### config.mk
export PLATFORM = sky130hd
export DESIGN_NAME = fsm_capture
export DESIGN_NICKNAME = d
export VERILOG_FILES = /design/src/rtl/fsm_capture_pkg.sv /design/src/rtl/fsm_capture_outreg.sv /design/src/rtl/fsm_capture.sv
export SDC_FILE = /design/constraint.sdc
export NUM_CORES = 1
export LEC_CHECK = 0
export BUFFER_PORTS_ARGS = -buffer_cell sky130_fd_sc_hd__buf_2
export CAP_MARGIN = 20
export CORE_MARGIN = 5
export CORE_UTILIZATION = 45
export DETAILED_ROUTE_END_ITERATION = 16
export HOLD_SLACK_MARGIN = 0.08
export PLACE_DENSITY = 0.66
export SYNTH_ARGS = -nofsm -noshare
export SYNTH_HDL_FRONTEND = slang
export SYNTH_SLANG_ARGS = --single-unit
### constraint.sdc
create_clock -name clk -period 2.7 [get_ports clk]
set_input_delay 0.27 -clock clk [delete_from_list [all_inputs] [get_ports clk]]
set_output_delay 0.27 -clock clk [all_outputs]
set_load 0.02 [all_outputs]
### src/rtl/fsm_capture_pkg.sv
// Shared encodings for the capture block and its sequencer.
// State codes and widths live here so both sides agree.
package fsm_capture_pkg;

  localparam int ST_W = 2;

  typedef enum logic [ST_W-1:0] {
    IDLE = 2'd0,
    ACC  = 2'd1
  } state_t;

endpackage

### src/rtl/fsm_capture_outreg.sv
// Valid/ready result register.
// Drops a new result while one is pending and flags overflow.
module fsm_capture_outreg
  import fsm_capture_pkg::*;
#(
  parameter int DW = 12,
  parameter int CW = 4
) (
  input  logic          clk,
  input  logic          rst_n,
  input  logic          pub,
  input  logic [DW-1:0] pub_data,
  input  logic [CW-1:0] pub_count,
  input  logic          clr_ovf,
  input  logic          out_ready,
  output logic [DW-1:0] out_data,
  output logic [CW-1:0] out_count,
  output logic          out_valid,
  output logic          overflow
);

  logic take;
  logic drop;

  assign take = pub && (!out_valid || out_ready);
  assign drop = pub && out_valid && !out_ready;

  // Result slot: load on publish, empty on transfer.
  always_ff @(posedge clk or negedge rst_n) begin
    if (!rst_n) begin
      out_data  <= '0;
      out_count <= '0;
      out_valid <= 1'b0;
    end else if (take) begin
      out_data  <= pub_data;
      out_count <= pub_count;
      out_valid <= 1'b1;
    end else if (out_valid && out_ready) begin
      out_valid <= 1'b0;
    end
  end

  // Sticky drop flag; a drop beats a clear.
  always_ff @(posedge clk or negedge rst_n) begin
    if (!rst_n) begin
      overflow <= 1'b0;
    end else if (drop) begin
      overflow <= 1'b1;
    end else if (clr_ovf) begin
      overflow <= 1'b0;
    end
  end

endmodule

### src/rtl/fsm_capture.sv
// Sample accumulator driven by the control sequencer.
// CAPTURE_SAT_EN: accumulator saturates instead of wrapping.
module fsm_capture
  import fsm_capture_pkg::*;
#(
  parameter int W  = 8,
  parameter int CW = 4
) (
  input  logic            clk,
  input  logic            rst_n,
  input  logic            ctl,
  input  logic            done,
  input  logic [W-1:0]    din,
  input  logic            clr_ovf,
  output logic [W+CW-1:0] out_data,
  output logic [CW-1:0]   out_count,
  output logic            out_valid,
  input  logic            out_ready,
  output logic            overflow,
  output logic            busy
);

  localparam int AW = W + CW;

  state_t        state;
  logic [AW-1:0] acc;
  logic [CW-1:0] cnt;
  logic [AW:0]   sum_ext;
  logic [AW-1:0] acc_nxt;
  logic [CW-1:0] cnt_nxt;
  logic          pub;

  assign sum_ext = {1'b0, acc} + {{(CW+1){1'b0}}, din};

`ifdef CAPTURE_SAT_EN
  assign acc_nxt = sum_ext[AW] ? {AW{1'b1}} : sum_ext[AW-1:0];
`else
  assign acc_nxt = sum_ext[AW-1:0];
`endif

  assign cnt_nxt = (&cnt) ? cnt : cnt + 1'b1;
  assign pub     = (state == ACC) && done;
  assign busy    = (state == ACC);

  // Sequencer-following FSM with accumulator and sample counter.
  always_ff @(posedge clk or negedge rst_n) begin
    if (!rst_n) begin
      state <= IDLE;
      acc   <= '0;
      cnt   <= '0;
    end else begin
      unique case (state)
        IDLE: begin
          if (!done && ctl) begin
            acc   <= {{CW{1'b0}}, din};
            cnt   <= {{(CW-1){1'b0}}, 1'b1};
            state <= ACC;
          end
        end
        ACC: begin
          if (done) begin
            acc   <= '0;
            cnt   <= '0;
            state <= IDLE;
          end else if (ctl) begin
            acc <= acc_nxt;
            cnt <= cnt_nxt;
          end
        end
        default: begin
          acc   <= '0;
          cnt   <= '0;
          state <= IDLE;
        end
      endcase
    end
  end

  fsm_capture_outreg #(
    .DW(AW),
    .CW(CW)
  ) u_outreg (
    .clk      (clk),
    .rst_n    (rst_n),
    .pub      (pub),
    .pub_data (acc),
    .pub_count(cnt),
    .clr_ovf  (clr_ovf),
    .out_ready(out_ready),
    .out_data (out_data),
    .out_count(out_count),
    .out_valid(out_valid),
    .overflow (overflow)
  );

endmodule

==> run metrics <==
post-CTS setup buffers=0; post-CTS sizing=0; CTS tree=done; Netlist Area Pre-Place=about 2000 sq um; routed vias/inst=between 5 and 6; Initial DRC Count=between 100 and 150; Final setup violation count=0; initial antenna violation count=0; grt ovf=0; fraction of layout cells with a size suffix above 1=0.205; clock-pin slew on the worst setup and hold paths=~0.07 ns; flops & latches, synth=35; Max Cap Violations=0; register area share after synthesis=0.440; Rows=24; Max rail drop VDD=between 0.3 and 0.4 mV; Clock Power Share=0.243; yosys warns=0; DRT antenna net count=0; RSZ-0062 raised after global routing=false; Post-synth ARST share=1.00; most frequent cells in the layout=dfrtp_1 (35), buf_2 (32), mux2_1 (16), a21oi_1 (16), nor2_1 (15); Syn Area/Cell=10.1 sq um; sequential power share=0.454; Max Clk Rate=approximately 0.49 GHz; worst slack, placed=0.643 ns; CP max FO=4; critical path type=reg2reg; Post-Syn Instances=between 150 and 200; Worst-Margin Slew=around 0.79 ns; syn_nets=about 220; fin. max-slew vios=0; Placer Congestion=0.822; Final Critical Period=about 2.1 ns; vias in the first global route=roughly 1,600; drt total wl=around 4.3 mm; P_sw=a little under 500 uW; Critical Path Start Type=register; largest net degree at the start of global routing=36; Area growth syn-to-layout=13.6%; die width=between 70 and 80 microns; HP Class=in2async; Max Buffers Root-to-Sink=2; Starting Density=0.461; worst clock skew=roughly 0.0028 ns; design area=roughly 2300 sq um; number of synthesized flops with an enable pin=0; Final nets=254; DRC=0; DP Wirelength=about 3.0 mm; TritonRoute pass-1 iters=4; clk_lat worst skew=around 0.28 ns; power density over the cells=between 600 and 700 nW/um^2; Critical Path End Type=register; ys flop type=dfrtp_1; P_int=about 950 uW; P_leak=roughly 0.0011 uW; Port Buffers=32; endpoints failing hold=0; DR vias=roughly 1,600; WL per Instance=~15 microns; Combinational Power Share=0.303; full die area=around 5900 sq um; most common cell after layout, fill and taps aside=dfrtp_1; CTS Buf Count=5; TNS Setup=0 ns; synth unique cells=between 40 and 50; chip height=~77 microns; first-pass GRT wire length=about 7.8 mm; run status=finished clean; Pwr Total=between 1000 and 1500 uW; Post-DP Area=2190 sq um; H-tree Lvls=2; hold_buf cts=0; Period Utilization, post-route=0.763; crit path DAT=~2.2 ns; n_diodes=0; Sink Count=35; fin worst setup slack=0.640 ns; worst path required time=about 2.9 ns; Root Driver=clkbuf_8; max_slew headroom=0.477; GR Util All Layers=0.161; Core ar.=~4300 sq um; Fin Hold WS=roughly 0.065 ns; switch share=0.341; io pins=33
kinds of logic after synthesis:
kind of cell / Yosys count / synth area share
compound gates: 58 / 0.195
xor+xnor: 7 / 0.0308
fa+ha+maj: 10 / 0.0666
buf+inv: 16 / 0.0345
flops: 35 / 0.440
mux: 16 / 0.0905
simple gates: 56 / 0.143
metrics by stage:
stage / instances / utilization
2_1_floorplan: 198 / -
3_3_place_gp: 275 / 0.506
3_5_place_dp: 275 / 0.506
4_1_cts: 281 / 0.523
5_1_grt: 281 / 0.523
6_report: 281 / 0.523
final timing paths:
check,startpoint,end,slack (ns),cells after the start
setup / recovery,acc[0]$_DFFE_PN0P_,acc[8]$_DFFE_PN0P_,0.64,7
hold / removal,rst_n,cnt[0]$_DFFE_PN0P_,0.06,1
setup reg to reg,acc[0]$_DFFE_PN0P_,acc[8]$_DFFE_PN0P_,0.64,7
hold reg to reg,u_outreg.out_count[1]$_DFFE_PN0P_,u_outreg.out_count[1]$_DFFE_PN0P_,0.48,1
max in group asynchronous,rst_n,acc[11]$_DFFE_PN0P_,2.14,1
min in group clk,clr_ovf,u_outreg.overflow$_DFFE_PN0P_,0.19,2
sequential cells by signal (all words and copies together) (netlist names):
register and cells:
u_outreg.out_valid 1, state 1, cnt 4, u_outreg.out_data 12, u_outreg.overflow 1, acc 12, u_outreg.out_count 4
cell type report:
cell class,count,area (sq um)
Timing Repair Buffer,34,175
Fill cell,407,2060
Inverter,7,26.3
Multi-Input combinational cell,147,1050
Tap cell,52,65.1
Clock buffer,6,72.6
Sequential cell,35,876
cells in the mapped netlist (2+ instances only):
cell type,instances,area [sq um]
dfrtp_1,35,876
a21oi_1,16,80.1
mux2_1,16,180
nor2_1,15,56.3
nand2_1,13,48.8
ha_1,9,113
o21ai_0,7,35.0
o21ai_1,7,35.0
inv_1,6,22.5
nand3_1,6,30.0
a22oi_1,5,37.5
xor2_1,5,43.8
a211oi_1,4,30.0
buf_2,4,20.0
nor2b_1,4,25.0
o22ai_1,4,25.0
a221oi_1,3,26.3
and3_1,3,18.8
nand2b_1,3,18.8
buf_1,2,7.51
clkbuf_1,2,7.51
nor3_1,2,10.0
o211ai_2,2,25.0
xnor2_1,2,17.5
power by group through the flow:
stage               clock network (uW)  registers, uW  logic, uW
floorplan                            0            713        260
global placement                     0            661        433
detailed placement                   0            664        437
CTS                                361            654        440
global route                       385            669        485
finish                             349            654        436
routing by layer:
metal | GRT usage | vias up | wire length (microns)
li1 | - | 787 | -
met1 | 0.226 | 758 | 2030
met2 | 0.241 | 41 | 1890
met3 | 0.0390 | 6 | 294
met4 | 0.0524 | 0 | 69
met5 | 0 | - | 0
critical path, cell delays in order, from the launching register on:
cell and delay (ns):
dfrtp_1 0.41, ha_1 0.23, fa_1 0.41, a21oi_1 0.26, o211ai_2 0.13, nand2_2 0.09, nor4_1 0.04, or3b_1 0.37
Note: power is estimated with default switching activity, not from simulation.
